==> config.mk <==
export PLATFORM = sky130hd
export DESIGN_NAME = pulse_stretcher
export DESIGN_NICKNAME = d
export VERILOG_FILES = /design/src/rtl/pulse_stretcher_pkg.sv /design/src/rtl/pulse_stretcher_load_down_counter.sv /design/src/rtl/pulse_stretcher.sv
export SDC_FILE = /design/constraint.sdc
export NUM_CORES = 1
export LEC_CHECK = 0
export CORE_MARGIN = 3
export CORE_UTILIZATION = 52
export CTS_CLUSTER_DIAMETER = 200
export CTS_CLUSTER_SIZE = 25
export DETAILED_ROUTE_END_ITERATION = 8
export PLACE_DENSITY = 0.84
export SYNTH_ARGS = -nofsm -noshare
export SYNTH_HDL_FRONTEND = slang
export SYNTH_SLANG_ARGS = --single-unit
==> constraint.sdc <==
create_clock -name clk -period 4.1 [get_ports clk]
set_input_delay 0.82 -clock clk [delete_from_list [all_inputs] [get_ports clk]]
set_output_delay 0.82 -clock clk [all_outputs]
set_load 0.05 [all_outputs]
==> src/rtl/pulse_stretcher_pkg.sv <==
// Shared types and constants for the pulse stretcher.
// Latency: n/a (declarations only).
// Backpressure: n/a.
package pulse_stretcher_pkg;

    // Binary-encoded controller state; level is driven only in HIGH.
    typedef enum logic [1:0] {
        IDLE = 2'd0,
        HIGH = 2'd1,
        HOLD = 2'd2
    } state_t;

    // Width of the forced-low gap counter; bounds GAP to 0..15.
    localparam int GAP_CW = 4;

endpackage

==> src/rtl/pulse_stretcher_load_down_counter.sv <==
// Loadable down-counter that saturates at zero.
// Latency: load/dec take effect on the next rising edge; zero is combinational from count.
// Backpressure: none; load has priority over dec.
// Ports: clk, reset (sync, active-high), load/load_val (parallel load),
//        dec (decrement request), count (current value), zero (count == 0).
module load_down_counter #(
    parameter int W = 8
) (
    input  logic         clk,
    input  logic         reset,
    input  logic         load,
    input  logic [W-1:0] load_val,
    input  logic         dec,
    output logic [W-1:0] count,
    output logic         zero
);

    always_ff @(posedge clk) begin
        if (reset) begin
            count <= '0;
        end else if (load) begin
            count <= load_val;
        end else if (dec && !zero) begin
            // Guarded so the count can never wrap below zero.
            count <= count - 1'b1;
        end
    end

    assign zero = (count == '0);

endmodule

==> src/rtl/pulse_stretcher.sv <==
// Stretches a single-cycle tick into a level pulse of len cycles, followed by GAP forced-low cycles.
// Latency: level rises one cycle after the accepted tick and stays high for exactly len cycles.
// Backpressure: none; ticks that cannot be accepted are discarded and flagged on dropped one cycle later.
// Ports: clk, reset (sync, active-high), tick (pulse request), len (pulse length, sampled on accept),
//        retrig_en (allow restart during HIGH), level (stretched pulse), busy (not IDLE),
//        dropped (a tick was ignored in the previous cycle).
module pulse_stretcher
    import pulse_stretcher_pkg::*;
#(
    parameter int CW  = 8,
    parameter int GAP = 2    // 0..15
) (
    input  logic          clk,
    input  logic          reset,
    input  logic          tick,
    input  logic [CW-1:0] len,
    input  logic          retrig_en,
    output logic          level,
    output logic          busy,
    output logic          dropped
);

    localparam logic [GAP_CW-1:0] HOLD_LAST = GAP_CW'((GAP > 0) ? GAP - 1 : 0);

    state_t              state;
    state_t              state_nxt;
    logic [GAP_CW-1:0]   hold_cnt;
    logic [CW-1:0]       cnt;
    logic                cnt_zero;
    logic                len_nz;
    logic                start_ok;
    logic                retrig_ok;
    logic                accept;
    logic                level_nxt;
    logic                busy_nxt;
    logic                dropped_nxt;

    assign len_nz    = (len != '0);
    assign start_ok  = (state == IDLE) && tick && len_nz;
    assign retrig_ok = (state == HIGH) && tick && retrig_en && len_nz;
    assign accept    = start_ok || retrig_ok;

    // Counter holds the number of HIGH cycles still to come after the current one.
    load_down_counter #(
        .W (CW)
    ) u_len_cnt (
        .clk      (clk),
        .reset    (reset),
        .load     (accept),
        .load_val (len - CW'(1)),
        .dec      ((state == HIGH) && !retrig_ok),
        .count    (cnt),
        .zero     (cnt_zero)
    );

    // State register.
    always_ff @(posedge clk) begin
        if (reset) begin
            state <= IDLE;
        end else begin
            state <= state_nxt;
        end
    end

    // Next-state logic.
    always_comb begin
        state_nxt = state;
        case (state)
            IDLE: begin
                if (start_ok) state_nxt = HIGH;
            end
            HIGH: begin
                if (!retrig_ok && cnt_zero) state_nxt = (GAP > 0) ? HOLD : IDLE;
            end
            HOLD: begin
                if (hold_cnt == '0) state_nxt = IDLE;
            end
            default: state_nxt = IDLE;
        endcase
    end

    // Gap counter: loaded with GAP-1 on entry to HOLD, leaves HOLD once it reaches zero.
    always_ff @(posedge clk) begin
        if (reset) begin
            hold_cnt <= '0;
        end else if ((state == HIGH) && (state_nxt == HOLD)) begin
            hold_cnt <= HOLD_LAST;
        end else if ((state == HOLD) && (hold_cnt != '0)) begin
            hold_cnt <= hold_cnt - 1'b1;
        end
    end

    // Output logic: decoded from the next state so the outputs leave a flop.
    always_comb begin
        level_nxt   = (state_nxt == HIGH);
        busy_nxt    = (state_nxt != IDLE);
        dropped_nxt = tick && !accept;
    end

    always_ff @(posedge clk) begin
        if (reset) begin
            level   <= 1'b0;
            busy    <= 1'b0;
            dropped <= 1'b0;
        end else begin
            level   <= level_nxt;
            busy    <= busy_nxt;
            dropped <= dropped_nxt;
        end
    end

    // IDLE is only ever reached with the length count exhausted or cleared.
    a_idle_cnt_zero: assert property (@(posedge clk) disable iff (reset)
        (state == IDLE) |-> (cnt == '0));

endmodule

==> results of run 1 <==
-- cells by family (layout without fill, tap and decap cells) --
kind of cell    count (synthesis)  count (layout)
xor+xnor                        8               8
simple gates                   33              33
fa+ha+maj                       2               2
compound gates                 40              40
flops                          17              17
buf+inv                        10              27
mux                             2               2
-- routing by layer --
| metal | routed length [microns] | up-vias | track usage [%] |
|---|---|---|---|
| met1 | 1060 | 486 | 23.7 |
| met2 | 1300 | 18 | 38.7 |
| li1 | - | 483 | - |
| met4 | 29 | 0 | 6.28 |
| met5 | 0 | - | 0 |
| met3 | 85 | 4 | 7.42 |
-- power by group --
group          total (mW)  internal, mW  switching (mW)
registers           0.196         0.179          0.0162
clock network      0.0899        0.0364          0.0536
logic               0.131        0.0559          0.0755
total               0.417         0.272           0.145
-- state kept, by name, summed over array words and instances, names as in the netlist --
register         count
u_len_cnt.count      8
hold_cnt             4
state                2
busy                 1
dropped              1
level                1
-- cell usage after synthesis, types with 2 or more instances --
master	number	area, sq um
dfxtp_1	17	340
nor3_1	5	25.0
ha_1	2	25.0
a21oi_1	8	40.0
o31a_1	2	17.5
nor3b_1	2	15.0
xor2_1	4	35.0
or4_1	4	30.0
or3_1	4	25.0
a311oi_1	2	17.5
nor4_1	2	12.5
a31oi_1	2	12.5
o2111ai_1	2	17.5
o31ai_1	2	15.0
o21a_1	3	22.5
nor2b_1	2	12.5
o21ai_0	2	10.0
o221ai_1	2	17.5
inv_1	7	26.3
a211oi_1	4	30.0
nor2_1	4	15.0
nand2b_1	2	12.5
nand2_1	3	11.3
mux2i_1	2	20.0
o41ai_1	2	17.5
xnor2_1	4	35.0
clkbuf_1	2	7.51
-- critical path, delay by kind of cell --
family,cells,cell delay (ns)
multiplexers,1,0.22
AO/OA/AOI/OAI,2,0.51
AND/OR/NAND/NOR,4,1.59
buffers and inverters,1,0.47
adder cells (fa/ha/maj),1,0.18
-- metrics by stage --
stage / total power, mW / instance area (sq um)
floorplan: 0.285 / 1020
global placement: 0.323 / 1200
detailed placement: 0.328 / 1200
CTS: 0.418 / 1230
global route: 0.441 / 1230
finish: 0.417 / 1230
-- final timing paths --
path                      start                  to  cells past startpoint
max                      len[4]  u_len_cnt.count[4]                      9
min          u_len_cnt.count[3]  u_len_cnt.count[3]                      2
max reg2reg            state[0]  u_len_cnt.count[4]                      8
min reg2reg  u_len_cnt.count[3]  u_len_cnt.count[3]                      2
-- final cells by class --
cell class	count	area, sq um
clock buffer	3	22.5
clock inverter	1	5.00
fill	160	576
inverter	7	26.3
multi-input combinational	85	646
sequential	17	340
tap	25	31.3
timing repair buffer	16	155
==> impl_metrics.py, run 1 <==
metrics = {
    "drt": {
        "routed_via_density": 6.44,
        "wl_microns": 2480,
        "vias": 991,
        "wl_per_cell_microns": 16.1,
        "ant_nets": 0,
        "drc": 0,
        "drt-initial-drc-count": 19,
        "first_pass_iters": 4,
    },
    "grt": {
        "grt_remaining_overflow": 0,
        "antenna_found_initial": 0,
        "grt_pass1_vias": 987,
        "grt_util_all_layers_pct": 21.5,
        "grt_pass1_wl_microns": 4210,
        "grt_max_degree": 15,
    },
    "setup_path": {
        "r2r_slack_ns": 1.58,
        "critical_path.max_stage_delay_ns": 0.58,
        "cp-start-kind": "input port",
        "cp_cell_sequence": "clkdlybuf4s50_1, or4_4, o21a_4, nand2_1, mux2i_1, ha_1, or3b_2, or3_1, a311oi_1",
        "crit_fanout": 6,
        "cp.arrival_ns": 3.79,
        "cp-end-kind": "flop",
        "critical_path_required_ns": 4.31,
        "critical_path.slowest_cell": "or4_4",
        "worstSetupPathType": "in2reg",
    },
    "cts": {
        "clk_latency_ns": 0.30,
        "cts_root_buf": "clkbuf_4",
        "cts_sinks": 17,
        "h-tree-depth": 1,
        "cts_resized": 0,
        "clkTransAtPathRegs_ns": 0.09,
        "ctsHoldBuffers": 0,
        "clock_path_buffers": 2,
        "numCtsBuffers": 3,
        "cts_setup_buffers": 0,
        "cts_tree": "yes",
    },
    "power_and_ir_drop": {
        "leakagePower_nw": 0.405,
        "pwr_density_cell_nw_per_um2": 340,
        "ir_worst_vdd_v": 0.000286,
    },
    "placement": {
        "dpl.hpwl_microns": 1910,
        "pre_cts_slack_ns": 0.227,
        "numPlacedInstances": 150,
        "routabilityCongestion": 0.892,
        "io_buffer_count": 14,
    },
    "timing": {
        "worst_pin_slew_ns": 0.623,
        "fin_crit_ns": 3.59,
        "slew_viol_final": 0,
        "max_freq_ghz": 0.279,
        "finalWorstSetupSlack_ns": 0.512,
        "clock_skew_ns": 0.00470,
        "hold_viol": 0,
        "post-route-period-util_pct": 87.5,
        "rsz0062_at_grt": "no",
        "timing.setup.tns_ns": 0,
        "setup_viol": 0,
        "maxSlewHeadroom_pct": 58.2,
        "whs_ns": 0.534,
    },
    "final_layout": {
        "final_nets": 144,
        "area_growth_pct": 19.7,
        "final_cell_mix": "dfxtp_1, clkdlybuf4s50_1, a21oi_1",
        "stdcell_count": 154,
        "drive_gt1_share_pct": 10.1,
        "antenna_cells": 0,
        "final_util_pct": 68.1,
        "final_common_cell": "dfxtp_1",
    },
    "yosys": {
        "synth_async_sr_flop_share_pct": 0,
        "synth_fa_ha_area_share_pct": 2.44,
        "syn-mean-instance-area_sq_um": 9.15,
        "synth_xor_area_share_pct": 6.84,
        "ys_warn_count": 0,
        "synth-edff-count": 0,
        "synth-compound-area-share_pct": 32.5,
        "ys.flop_type": "dfxtp_1",
        "ys_seq_area_share_pct": 33.2,
        "synth_mux_area_share_pct": 1.95,
        "synth_cells": 112,
        "ys_ff_latch": 17,
        "synth_simple_gate_area_share_pct": 19.3,
        "synth_top_family_by_area": "compound AO/OA/AOI/OAI gates",
        "netlist_area_sq_um": 1020,
        "syn-num-nets": 126,
        "yosysUniqueCellTypes": 42,
    },
    "die": {
        "core_sq_um": 1800,
        "fp-row-count": 15,
        "die-area_sq_um": 2540,
        "ios": 15,
        "initial_core_util_pct": 56.9,
        "die_h_microns": 50.4,
        "die_w_microns": 50.4,
    },
    "run_status": {
        "outcome": "finished, final reports clean",
    },
    "job": {
        "maxCapViolations": 0,
    },
    "min_path": {
        "worst_hold_path_type": "reg2reg",
    },
}
(Power assumes the default switching activity.)
==> run 2, diff against run 1 <==
--- a/config.mk
+++ b/config.mk
@@ -6,11 +6,12 @@
 export NUM_CORES = 1
 export LEC_CHECK = 0
 export CORE_MARGIN = 3
-export CORE_UTILIZATION = 52
+export CORE_UTILIZATION = 53
 export CTS_CLUSTER_DIAMETER = 200
 export CTS_CLUSTER_SIZE = 25
 export DETAILED_ROUTE_END_ITERATION = 8
-export PLACE_DENSITY = 0.84
+export PLACE_DENSITY = 0.85
 export SYNTH_ARGS = -nofsm -noshare
 export SYNTH_HDL_FRONTEND = slang
+export SYNTH_HIERARCHICAL = 1
 export SYNTH_SLANG_ARGS = --single-unit
==> run 2 against run 1 <==
  * Wire length down 9.0%
  * Die area is 1.6% higher
  * Clock power down 1%
  * Flip-flop and latch count is the same
  * Setup slack improved by 0.49 ns
  * Power decreased by 2.6%
==> impl_metrics.py, run 2 <==
metrics = {
    "grt": {
        "antenna_found_initial": 0,
        "grt_remaining_overflow": 0,
        "grt_util_all_layers_pct": 19.9,
        "grt_pass1_vias": 905,
        "grt_pass1_wl_microns": 3900,
        "grt_max_degree": 20,
    },
    "yosys": {
        "synth_top_cell_by_area": "dfxtp_1",
        "synth_mux_area_share_pct": 2.00,
        "synth_top_cell_area_share_pct": 32.0,
        "synthTopCellsByCount": "dfxtp_1, inv_1, nand2_1, nor2_1, a21oi_1",
        "netlist_area_sq_um": 1060,
        "yosysUniqueCellTypes": 41,
        "synth_simple_gate_area_share_pct": 26.4,
        "syn-mean-instance-area_sq_um": 8.65,
        "ys_seq_area_share_pct": 32.0,
        "synth_async_sr_flop_share_pct": 0,
        "syn-num-nets": 139,
        "synth-edff-count": 0,
        "synth_xor_area_share_pct": 8.24,
        "synth-compound-area-share_pct": 21.1,
        "synth.most_common_cell": "dfxtp_1",
        "synth_area_leaders": "dfxtp_1, xnor2_1, ha_1",
        "synth_fa_ha_area_share_pct": 4.71,
        "synth_cells": 123,
        "ys_warn_count": 6,
        "ys.flop_type": "dfxtp_1",
        "ys_ff_latch": 17,
        "synth_top_family_by_area": "simple AND/OR/NAND/NOR gates",
    },
    "timing": {
        "maxSlewHeadroom_pct": 53.4,
        "setup_viol": 0,
        "fin_crit_ns": 3.10,
        "post-route-period-util_pct": 75.7,
        "finalWorstSetupSlack_ns": 0.998,
        "slew_viol_final": 0,
        "timing.setup.tns_ns": 0,
        "max_freq_ghz": 0.322,
        "rsz0062_at_grt": "no",
        "worst_pin_slew_ns": 0.696,
        "whs_ns": 0.516,
        "hold_viol": 0,
        "clock_skew_ns": 0.00892,
    },
    "power_and_ir_drop": {
        "internal_power_uw": 272,
        "pwr-share-clk_pct": 21.8,
        "leakagePower_nw": 0.444,
        "pwr_density_cell_nw_per_um2": 323,
        "ir_worst_vdd_v": 0.000194,
        "finalPower_uw": 406,
        "p_switching_uw": 134,
        "p_sw_share_pct": 32.9,
        "power_frac_comb_pct": 30.9,
        "p_seq_share_pct": 47.2,
    },
    "setup_path": {
        "cp-start-kind": "input port",
        "crit_fanout": 6,
        "critical_path_required_ns": 4.26,
        "cp-end-kind": "flop",
        "worstSetupPathType": "in2reg",
        "r2r_slack_ns": 2.05,
        "cp.arrival_ns": 3.26,
    },
    "drt": {
        "wl_per_cell_microns": 13.8,
        "vias": 941,
        "drc": 0,
        "drt-initial-drc-count": 50,
        "ant_nets": 0,
        "routed_via_density": 5.74,
        "first_pass_iters": 5,
        "wl_microns": 2260,
    },
    "final_layout": {
        "reg_top3": "u_len_cnt/count x8, hold_cnt x4, state x2",
        "top_register": "u_len_cnt/count",
        "antenna_cells": 0,
        "final_cell_mix": "dfxtp_1, clkdlybuf4s50_1, inv_1",
        "stdcell_count": 164,
        "postLayoutCellArea_sq_um": 1260,
        "drive_gt1_share_pct": 11.5,
        "largest_register_ffs": 8,
        "final_util_pct": 69.8,
        "area_growth_pct": 18.2,
        "final_nets": 156,
        "final_common_cell": "dfxtp_1",
    },
    "placement": {
        "place_area_sq_um": 1230,
        "io_buffer_count": 14,
        "dpl.hpwl_microns": 1690,
        "routabilityCongestion": 0.809,
        "pre_cts_slack_ns": 0.692,
        "numPlacedInstances": 160,
    },
    "cts": {
        "cts_setup_buffers": 0,
        "clock_path_buffers": 2,
        "cts_tree": "yes",
        "cts_resized": 0,
        "clk_latency_ns": 0.29,
        "cts_sinks": 17,
        "numCtsBuffers": 3,
        "ctsHoldBuffers": 0,
        "h-tree-depth": 1,
        "cts_root_buf": "clkbuf_4",
        "clkTransAtPathRegs_ns": 0.10,
    },
    "die": {
        "ios": 15,
        "core_sq_um": 1800,
        "initial_core_util_pct": 59.0,
        "die-area_sq_um": 2580,
        "fp-row-count": 15,
        "die_h_microns": 50.8,
        "die_w_microns": 50.8,
    },
    "job": {
        "maxCapViolations": 0,
    },
    "min_path": {
        "worst_hold_path_type": "reg2reg",
    },
    "run_status": {
        "outcome": "finished, final reports clean",
    },
}
[run 2: changes by cell type in the layout (fill, tap and decap cells not counted), moves of 3 or more]
cell     change
nand2_1      +6
nor2_1       +5
or3_1        -3
xnor2_1      +3
inv_1        +5
[run 2: critical path, cell delays in order]
cell and delay, ns:
clkdlybuf4s50_1 0.51, nor4_4 0.34, a31oi_2 0.19, a211oi_1 0.26
buf_4 0.18, or3b_2 0.45, nor3_1 0.20, mux2i_1 0.22
a211oi_1 0.08
[run 2: final timing paths]
path | start | depth (start not counted) | endpoint
hold reg to reg | hold_cnt[3] | 2 | hold_cnt[3]
setup reg to reg | u_len_cnt/count[2] | 5 | hold_cnt[1]
hold / removal | hold_cnt[3] | 2 | hold_cnt[3]
setup / recovery | len[2] | 9 | u_len_cnt/count[7]
[run 2: logic make-up after synthesis]
| logic type | count (synthesis) |
|---|---|
| AOI/OAI and AO/OA | 28 |
| xor gates and xnor gates | 10 |
| adders and majority gates | 4 |
| buffers and inverters | 16 |
| DFF | 17 |
| muxes | 2 |
| and+or+nand+nor | 46 |
[run 2: per-layer routing]
layer | vias up | global-route usage [%] | wire length (microns)
li1 | 477 | - | -
met2 | 44 | 31.5 | 1010
met5 | - | 0 | 0
met4 | 0 | 8.97 | 51
met3 | 8 | 2.97 | 140
met1 | 412 | 26.5 | 1060
[run 2: area by class of cell]
class,instances,area (sq um)
clock buffer,4,26.3
multi-input combinational,90,663
timing repair buffer,15,148
fill,143,544
tap,25,31.3
sequential,17,340
inverter,13,48.8
[run 2: power by group through the flow]
stage	registers, mW	logic, mW	clock network, mW
2_1_floorplan	0.201	0.0794	0
3_5_place_dp	0.196	0.123	0
4_1_cts	0.192	0.124	0.0899
3_3_place_gp	0.195	0.120	0
6_report	0.192	0.126	0.0886
5_1_grt	0.194	0.136	0.0975
